File: src/rtl/aes_hmac_frame_collector_if.sv
// Stream and result bundle between the AES/HMAC byte stream and the frame
// collector.
//   master : drives the byte stream, the tag check enable and the expected tag;
//            observes the rebuilt frame and the status pulses.
//   slave  : the collector. It consumes the stream and produces o_cipher,
//            o_tag, o_done, o_tag_ok, o_err, o_err_code and o_busy.
interface aes_hmac_frame_collector_if #(
    parameter int BURST_BYTES = 16
);
    localparam int W = 8 * BURST_BYTES;

    logic [7:0]   i_data;
    logic         i_valid;
    logic         i_check_en;
    logic [W-1:0] i_exp_tag;

    logic [W-1:0] o_cipher;
    logic [W-1:0] o_tag;
    logic         o_done;
    logic         o_tag_ok;
    logic         o_err;
    logic [1:0]   o_err_code;
    logic         o_busy;

    modport master (
        output i_data, i_valid, i_check_en, i_exp_tag,
        input  o_cipher, o_tag, o_done, o_tag_ok, o_err, o_err_code, o_busy
    );

    modport slave (
        input  i_data, i_valid, i_check_en, i_exp_tag,
        output o_cipher, o_tag, o_done, o_tag_ok, o_err, o_err_code, o_busy
    );
endinterface

File: src/rtl/aes_hmac_frame_collector.sv
// Rebuilds one frame from the AES/HMAC byte stream. A frame is a 16-byte
// ciphertext burst, an optional idle gap, then a 16-byte tag burst.
// Both words are presented in parallel. The tag can optionally be compared
// with an expected value. Malformed streams are reported and then discarded.
// Ports:
//   clk, rst_n : clock and synchronous active-low reset
//   bus.slave  : i_data/i_valid stream in, i_check_en/i_exp_tag tag check;
//                o_cipher/o_tag/o_tag_ok (updated with the o_done pulse),
//                o_err pulse with o_err_code (1 short, 2 gap timeout,
//                3 overrun), o_busy (any state except IDLE)
module aes_hmac_frame_collector #(
    parameter int BURST_BYTES = 16,
    parameter int GAP_TIMEOUT = 4096
) (
    input  logic                             clk,
    input  logic                             rst_n,
    aes_hmac_frame_collector_if.slave        bus
);
    localparam int              GW       = (GAP_TIMEOUT > 1) ? $clog2(GAP_TIMEOUT) : 1;
    localparam logic [GW-1:0]   GAP_LAST = GW'(GAP_TIMEOUT - 1);
    localparam logic [4:0]      LAST     = 5'(BURST_BYTES - 1);

    typedef enum logic [2:0] {IDLE, CIPHER, GAP, TAG, DONE} state_t;

    state_t                        state;
    logic [4:0]                    cnt;
    logic [GW-1:0]                 gap_cnt;
    logic                          wait_low;   // after an overrun, ignore the stream until i_valid drops
    logic [BURST_BYTES-1:0][7:0]   cipher_sh;
    logic [BURST_BYTES-1:0][7:0]   tag_sh;
    logic [BURST_BYTES-1:0][7:0]   tag_full;

    // Build the tag word including the byte arriving this cycle. The result
    // and the compare can then be registered on the same edge as the last byte.
    always_comb begin
        tag_full                = tag_sh;
        tag_full[BURST_BYTES-1] = bus.i_data;
    end

    always_ff @(posedge clk) begin
        if (!rst_n) begin
            state          <= IDLE;
            cnt            <= '0;
            gap_cnt        <= '0;
            wait_low       <= 1'b0;
            cipher_sh      <= '0;
            tag_sh         <= '0;
            bus.o_cipher   <= '0;
            bus.o_tag      <= '0;
            bus.o_done     <= 1'b0;
            bus.o_tag_ok   <= 1'b0;
            bus.o_err      <= 1'b0;
            bus.o_err_code <= '0;
            bus.o_busy     <= 1'b0;
        end else begin
            bus.o_done <= 1'b0;
            bus.o_err  <= 1'b0;
            case (state)
                IDLE: begin
                    if (wait_low) begin
                        if (!bus.i_valid) wait_low <= 1'b0;
                    end else if (bus.i_valid) begin
                        cipher_sh[0] <= bus.i_data;
                        cnt          <= 5'd1;
                        state        <= CIPHER;
                        bus.o_busy   <= 1'b1;
                    end
                end
                CIPHER: begin
                    if (bus.i_valid) begin
                        cipher_sh[cnt[3:0]] <= bus.i_data;
                        cnt                 <= cnt + 5'd1;
                        if (cnt == LAST) begin
                            state   <= GAP;
                            gap_cnt <= '0;
                        end
                    end else begin
                        bus.o_err      <= 1'b1;
                        bus.o_err_code <= 2'd1;
                        state          <= IDLE;
                        bus.o_busy     <= 1'b0;
                    end
                end
                GAP: begin
                    if (bus.i_valid) begin
                        tag_sh[0] <= bus.i_data;
                        cnt       <= 5'd1;
                        state     <= TAG;
                    end else if (gap_cnt == GAP_LAST) begin
                        bus.o_err      <= 1'b1;
                        bus.o_err_code <= 2'd2;
                        state          <= IDLE;
                        bus.o_busy     <= 1'b0;
                    end else begin
                        gap_cnt <= gap_cnt + 1'b1;
                    end
                end
                TAG: begin
                    if (bus.i_valid) begin
                        tag_sh[cnt[3:0]] <= bus.i_data;
                        cnt              <= cnt + 5'd1;
                        if (cnt == LAST) begin
                            state        <= DONE;
                            bus.o_done   <= 1'b1;
                            bus.o_cipher <= cipher_sh;
                            bus.o_tag    <= tag_full;
                            bus.o_tag_ok <= bus.i_check_en ? (tag_full == bus.i_exp_tag) : 1'b1;
                        end
                    end else begin
                        bus.o_err      <= 1'b1;
                        bus.o_err_code <= 2'd1;
                        state          <= IDLE;
                        bus.o_busy     <= 1'b0;
                    end
                end
                DONE: begin
                    // A byte here is an overrun. The frame already published
                    // is kept, and this byte is dropped.
                    state      <= IDLE;
                    bus.o_busy <= 1'b0;
                    if (bus.i_valid) begin
                        bus.o_err      <= 1'b1;
                        bus.o_err_code <= 2'd3;
                        wait_low       <= 1'b1;
                    end
                end
                default: begin
                    state      <= IDLE;
                    bus.o_busy <= 1'b0;
                end
            endcase
        end
    end
endmodule
File: src/flat_wrapper.sv
// flat-port wrapper written by rule: the top's interface ports become plain ports
module aes_hmac_frame_collector_flat 
#(
    parameter int BURST_BYTES = 16,
    parameter int GAP_TIMEOUT = 4096
)
  (clk, rst_n, bus_i_data, bus_i_valid, bus_i_check_en, bus_i_exp_tag, bus_o_cipher, bus_o_tag, bus_o_done, bus_o_tag_ok, bus_o_err, bus_o_err_code, bus_o_busy);
  aes_hmac_frame_collector_if #(.BURST_BYTES(BURST_BYTES)) bus_i ();
  input  logic clk;
  input  logic rst_n;
  input wire logic [$bits(bus_i.i_data)-1:0] bus_i_data;
  input wire logic [$bits(bus_i.i_valid)-1:0] bus_i_valid;
  input wire logic [$bits(bus_i.i_check_en)-1:0] bus_i_check_en;
  input wire logic [$bits(bus_i.i_exp_tag)-1:0] bus_i_exp_tag;
  output wire logic [$bits(bus_i.o_cipher)-1:0] bus_o_cipher;
  output wire logic [$bits(bus_i.o_tag)-1:0] bus_o_tag;
  output wire logic [$bits(bus_i.o_done)-1:0] bus_o_done;
  output wire logic [$bits(bus_i.o_tag_ok)-1:0] bus_o_tag_ok;
  output wire logic [$bits(bus_i.o_err)-1:0] bus_o_err;
  output wire logic [$bits(bus_i.o_err_code)-1:0] bus_o_err_code;
  output wire logic [$bits(bus_i.o_busy)-1:0] bus_o_busy;
  assign bus_i.i_data = bus_i_data;
  assign bus_i.i_valid = bus_i_valid;
  assign bus_i.i_check_en = bus_i_check_en;
  assign bus_i.i_exp_tag = bus_i_exp_tag;
  assign bus_o_cipher = bus_i.o_cipher;
  assign bus_o_tag = bus_i.o_tag;
  assign bus_o_done = bus_i.o_done;
  assign bus_o_tag_ok = bus_i.o_tag_ok;
  assign bus_o_err = bus_i.o_err;
  assign bus_o_err_code = bus_i.o_err_code;
  assign bus_o_busy = bus_i.o_busy;
  aes_hmac_frame_collector #(.BURST_BYTES(BURST_BYTES), .GAP_TIMEOUT(GAP_TIMEOUT)) u_core (.clk(clk), .rst_n(rst_n), .bus(bus_i));
endmodule
File: config.mk
export PLATFORM = sky130hd
export DESIGN_NAME = aes_hmac_frame_collector_flat
export DESIGN_NICKNAME = d
export VERILOG_FILES = /design/src/rtl/aes_hmac_frame_collector_if.sv /design/src/rtl/aes_hmac_frame_collector.sv /design/src/flat_wrapper.sv
export SDC_FILE = /design/constraint.sdc
export NUM_CORES = 1
export LEC_CHECK = 0
export BUFFER_PORTS_ARGS = -buffer_cell sky130_fd_sc_hd__buf_2
export CAP_MARGIN = 30
export CORE_ASPECT_RATIO = 0.75
export CORE_MARGIN = 10
export CORE_UTILIZATION = 35
export CTS_CLUSTER_DIAMETER = 100
export DETAILED_ROUTE_END_ITERATION = 12
export HOLD_SLACK_MARGIN = 0.05
export MAX_ROUTING_LAYER = met4
export PLACE_DENSITY_LB_ADDON = 0.05
export REMOVE_ABC_BUFFERS = 1
export SLEW_MARGIN = 20
export SYNTH_ARGS = -nofsm -noshare
export SYNTH_HDL_FRONTEND = slang
export SYNTH_SLANG_ARGS = --single-unit
File: constraint.sdc
create_clock -name clk -period 2.05 [get_ports clk]
set_clock_uncertainty 0.15 [all_clocks]
set_input_delay 0 -clock clk [delete_from_list [all_inputs] [get_ports clk]]
set_output_delay 0 -clock clk [all_outputs]
set_load 0.05 [all_outputs]
* Word-level counts from Yosys, hierarchy flattened
Index checks and enable logic that the tools add are counted.
Storage, ports and cells: register bits after elaboration 539, input bits 140, output and inout port bits 262, logic and storage cells 138
Operators by class: $add $sub $neg 2, order comparisons 2, equality and inequality tests 22, muxes and demuxes 48, reductions and logical operators 21
Operators by type and width (number):
- $bwmux W128 | 2
- $eq A128 B128 Y1 | 1
- $mux W12 | 4
- $mux W8 | 5
- $demux W8 S4 | 1
- $pmux W8 S2 | 2
- $mux W3 | 8
- $pmux W12 S2 | 1
- $reduce_and A5 Y1 | 4
- $ne A2 B2 Y1 const B | 9
- $mux W5 | 3
- $pmux W5 S3 | 1
- $add A12 B1 Y12 const B | 1
- $eq A12 B12 Y1 const B | 1
- $mux W1 | 12
- $pmux W3 S4 | 1
- $reduce_and A3 Y1 | 4
- $ne A3 B2 Y1 const B | 3
- $mux W2 | 4
- $reduce_bool A2 Y1 | 4
- $eq A3 B2 Y1 const B | 2
- $ne A2 B1 Y1 const B | 3
- $pmux W1 S3 | 2
- $pmux W2 S3 | 1
- 13 further kinds | 16

* Logic depth before layout (Yosys ltp)
word-level depth 7, depth in mapped cells 9, mapped depth without buffers 7

* Worst setup path before layout
OpenSTA, ideal clock, no wires.
path kind register to register, from register u_core.cnt[0], to register u_core.bus.o_cipher[35], library setup time 0.132 ns, arrival time 1.699 ns, required time 1.768 ns, setup slack 0.069 ns, stages on the path, launching flop included 10, buffers on the path 3, period minus slack after synthesis 1.981 ns, cell sequence dfxtp_1 -> ha_1 -> and3_1 -> ha_1 -> and2_1 -> buf_4 -> buf_4 -> buf_2 -> nand2_1 -> a21oi_1
Between the ends: longest elaborated chain between the ends 2
Ends and longest elaborated chain:
- from (decl) | RTL line aes_hmac_frame_collector.sv:26 | logic [4:0] cnt;
- from (signal assigned) | RTL line aes_hmac_frame_collector.sv:72 | cnt <= cnt + 5'd1;
- from (signal assigned) | RTL line aes_hmac_frame_collector.sv:101 | cnt <= cnt + 5'd1;
- $eq A5 B4 Y1 | RTL line aes_hmac_frame_collector.sv:102 | if (cnt == LAST) begin
- $reduce_and A3 Y1 (no source line)
- to (signal assigned) | RTL line aes_hmac_frame_collector.sv:105 | bus.o_cipher <= cipher_sh;
- to (decl) | RTL line aes_hmac_frame_collector_if.sv:32 | output o_cipher, o_tag, o_done, o_tag_ok, o_err, o_err_code, o_busy
No other way between the ends. A chain may end at the register's enable or synchronous reset.

* Worst setup path after layout
from register u_core.tag_sh (netlist bit u_core.tag_full[61]), to register u_core.bus.o_tag_ok
Between the ends: longest elaborated chain between the ends 2
Ends and longest elaborated chain:
- from (decl) | RTL line aes_hmac_frame_collector.sv:30 | logic [BURST_BYTES-1:0][7:0] tag_sh;
- from (signal, indexed assignment) | RTL line aes_hmac_frame_collector.sv:100 | tag_sh[cnt[3:0]] <= bus.i_data;
- $eq A128 B128 Y1 | RTL line aes_hmac_frame_collector.sv:107 | bus.o_tag_ok <= bus.i_check_en ? (tag_full == bus.i_exp_tag) : 1'b1;
- $mux W1 | RTL line aes_hmac_frame_collector.sv:107
- to (signal assigned) | RTL line aes_hmac_frame_collector.sv:107
- to (decl) | RTL line aes_hmac_frame_collector_if.sv:32
No other way between the ends.

==> impl_results.md <==
- Sequential power share: between 40% and 50%
- Design Power: around 22 mW
- Worst setup EP type: flop
- Setup crit start: u_core.tag_full[61]
- Rows: 76
- Count of pins over their slew limit: 0
- Post-synth EDFFs: 0
- Synth warn: 0
- WHS: between 50 and 60 ps
- Tcrit/Tclk final: a little over nine tenths
- Die area: between 60000 and 70000 um2
- Unrepaired setup endpoints after global routing: true
- DRT Wirelength: roughly 75000 um
- Clock-pin slew on the worst setup and hold paths: approximately 60 ps
- NetSw: a little under 5 mW
- Vias in the first global route: 17200
- First-pass GRT wire length: between 100000 and 150000 um
- Initial Utilization: around 36%
- Vias post-DR: around 18000
- Overall Global Routing Usage: 21.2%
- Layout fillers: approximately 5700
- Hold crit path type: primary input to flop
- Final Hold Viols: 0
- Slew @ Worst Pin: about 720 ps
- Switching share of power: a little under a quarter
- PwrDens: 800 nW/um2
- CP Class: flop to flop
- Synth area leaders: dfxtp_1 (52%), mux2i_1 (12%), nand2_1 (9.9%)
- Crit path max fanout: 3
- Die height: between 200 and 250 um
- Initial antenna violation count: 6
- CTS Sinks: around 530
- Multi-input logic area: approximately 9200 um2
- Leak: approximately 13 nW
- Layout cell share with drive strength beyond 1: between 20% and 30%
- Clock root cell: clkbuf_16
- Max cap viols: 0
- Status: complete, no violations
- Ys flop type: dfxtp_1
- CORE AREA: 57600 um2
- Min cycle time layout: 1990 ps
- Skew-Pair Late Insertion Delay: around 600 ps
- Sequential share of the synthesized area: between 50% and 60%
- Final antenna-violating net count: 0
- H-Tree Depth: 2
- Syn avg cell area: between 8 and 9 um2
- Synth top area share: about half
- CTS tree: yes
- Clock power frac: between 40% and 50%
- RR Startpoint: u_core.tag_full[61]
- HPWL Detailed: approximately 51000 um
- Number of buffers inserted during clock tree synthesis: 55
- Final nets: 2945
- Mapped Cells: roughly 2300
- GRT overflow: 0
- Port Buf Inserts: ~400
- Worst EP required: ~2400 ps
- CTS Buffer Depth: 3
- Asr flop ratio synth: 0%
- Drt wl/cell: between 20 and 25 um
- Final setup vio count: 0
- First-pass DRT Iterations: 7
- Slew headroom: about 52%
- Max frequency: around 500 MHz
- 1st-iter DRT viols: between 1000 and 1500
- Area grow syn2layout: 31.9%
- Register Area: between 10000 and 15000 um2
- Synth unique cells: 47
- Yosys reg bits: approximately 530
- Drt via density: just under 5
- Final core occ: between 40% and 50%
- DRC: 0
- I/O pin count: ~400
- Synth area leader: dfxtp_1
- Min-delay src: bus_i_exp_tag[6]
- Syn Std Cell Area: 20500 um2
- Pint: about 17 mW
- Worst vdd ir: around 0.63 mV
- Comb power frac: roughly 4.4%
- Chip width: 299 um
- Placer Congestion: 0.872
- Critical path startpoint category: flop
- CP Data Arrival Time: 2370 ps
- Pin count of the biggest net entering global routing: 79
repair_timing:
item | 4_1_cts | 5_1_grt
gates resized for setup | 8 | 35
endpoints found under the setup margin | 73 | 306
hold endpoints to repair | 163 | 0
cloned | 0 | 5
pin swaps | 0 | 9
hold buffers | 66 | 0
buffers inserted | 0 | 2
power groups by stage:
stage | sequential, mW | combinational [mW] | clock, mW
after floorplan | 10.6 | 0.275 | 0
after global placement | 10.6 | 0.843 | 0
after detailed placement | 10.6 | 0.846 | 0
after CTS | 10.3 | 0.958 | 10.6
after global routing | 10.3 | 1.02 | 11.0
final | 10.3 | 0.957 | 10.3
path summary, 6_finish.rpt:
check                           slack, ps                       to  cells after the start
worst max-delay path                   60      u_core.bus.o_tag_ok                      6
worst max register to register         60      u_core.bus.o_tag_ok                      6
worst min register to register        290  u_core.bus.o_cipher[30]                      2
worst min-delay path                   50      u_core.bus.o_tag_ok                      8
area by class of cell:
class	count	area share, %
Clock buffer	83	6.24
Timing Repair Buffer	588	15.8
Antenna cell	6	0.0556
Clock inverter	16	0.626
Sequential cell	531	39.4
Inverter	4	0.0834
Multi-Input combinational cell	1619	34.2
Tap cell	780	3.61
through the flow:
stage	setup slack (ps)	std cells	area [um2]	TNS, ps
2_1_floorplan	-4010	2154	19700	-1646120
3_3_place_gp	-98.7	3449	24200	-98.7
3_5_place_dp	-124	3449	24200	-445
4_1_cts	-55.8	3614	26700	-55.8
5_1_grt	-75.5	3627	27000	-110
6_report	55.0	3627	27000	0
metal layers:
layer  wire (um)  vias up  track usage (%)
li1            -     8594                -
met1       34000     8428             27.0
met2       34800      380             33.4
met3        4270      103             4.80
met4        1810        0             6.18
met5           0        -                -
cell usage after synthesis, types with 2 or more instances:
master	number
nor2b_1	2
nor4_1	31
nand2_2	28
nand2b_1	3
nor2_1	276
xnor2_1	10
inv_1	3
buf_2	42
a31oi_1	6
o21ai_0	14
nor3_1	7
or3_1	2
dfxtp_1	531
nand3_1	9
nand2_1	538
and3_1	5
nor2_2	2
nand4_1	10
and2_0	5
a22oi_1	3
xor2_1	120
a21oi_2	2
ha_1	6
mux2i_1	249
a21oi_1	267
clkbuf_1	96
nand3b_1	3
buf_4	22
and2_1	5
and2b_1	2
critical path: stages, from the launching register on:
cell	delay [ps]
dfxtp_1	350
xor2_1	170
nor4_1	390
nand4_1	240
nor4_2	290
nand3_2	150
a31oi_1	190
cell usage in the layout, fill, tap and decap left out, drive strengths merged, types with 2 or more instances in the layout:
cell,n
and3,5
dlygate4sd3,66
xor2,120
o21ai,14
a31oi,6
dfxtp,531
clkinv,10
nand2,566
buf,517
nor3,7
clkbuf,88
a22oi,3
bufinv,3
nand2b,3
nand4,10
nor2b,2
nor4,32
nand3b,3
inv,6
nand3,9
and2b,2
a21oi,269
diode,6
xnor2,10
mux2i,249
ha,6
or3,2
and2,10
nor2,279
state kept, by name, indices dropped and copies added (netlist names):
| name | flops |
|---|---|
| u_core.wait_low | 1 |
| u_core.tag_full | 120 |
| u_core.gap_cnt | 12 |
| u_core.bus.o_done | 1 |
| u_core.bus.o_busy | 1 |
| u_core.bus.o_tag | 128 |
| u_core.bus.o_tag_ok | 1 |
| u_core.bus.o_err | 1 |
| u_core.bus.o_cipher | 128 |
| u_core.cnt | 5 |
| u_core.state | 3 |
| u_core.bus.o_err_code | 2 |
| u_core.cipher_sh | 128 |
cells by family (layout without fill, tap and decap cells):
family                     after synthesis  after routing  synth area share (%)
AOI/OAI and AO/OA                      301            301                  7.69
xor gates and xnor gates               130            130                  5.56
adders and majority gates                6              6                 0.367
buffers and inverters                  166            691                  3.71
DFF                                    531            531                  51.9
muxes                                  249            249                  12.2
other                                    0              6                     0
and+or+nand+nor                        933            933                  18.6
No activity file was read; power rests on OpenSTA's default activity.
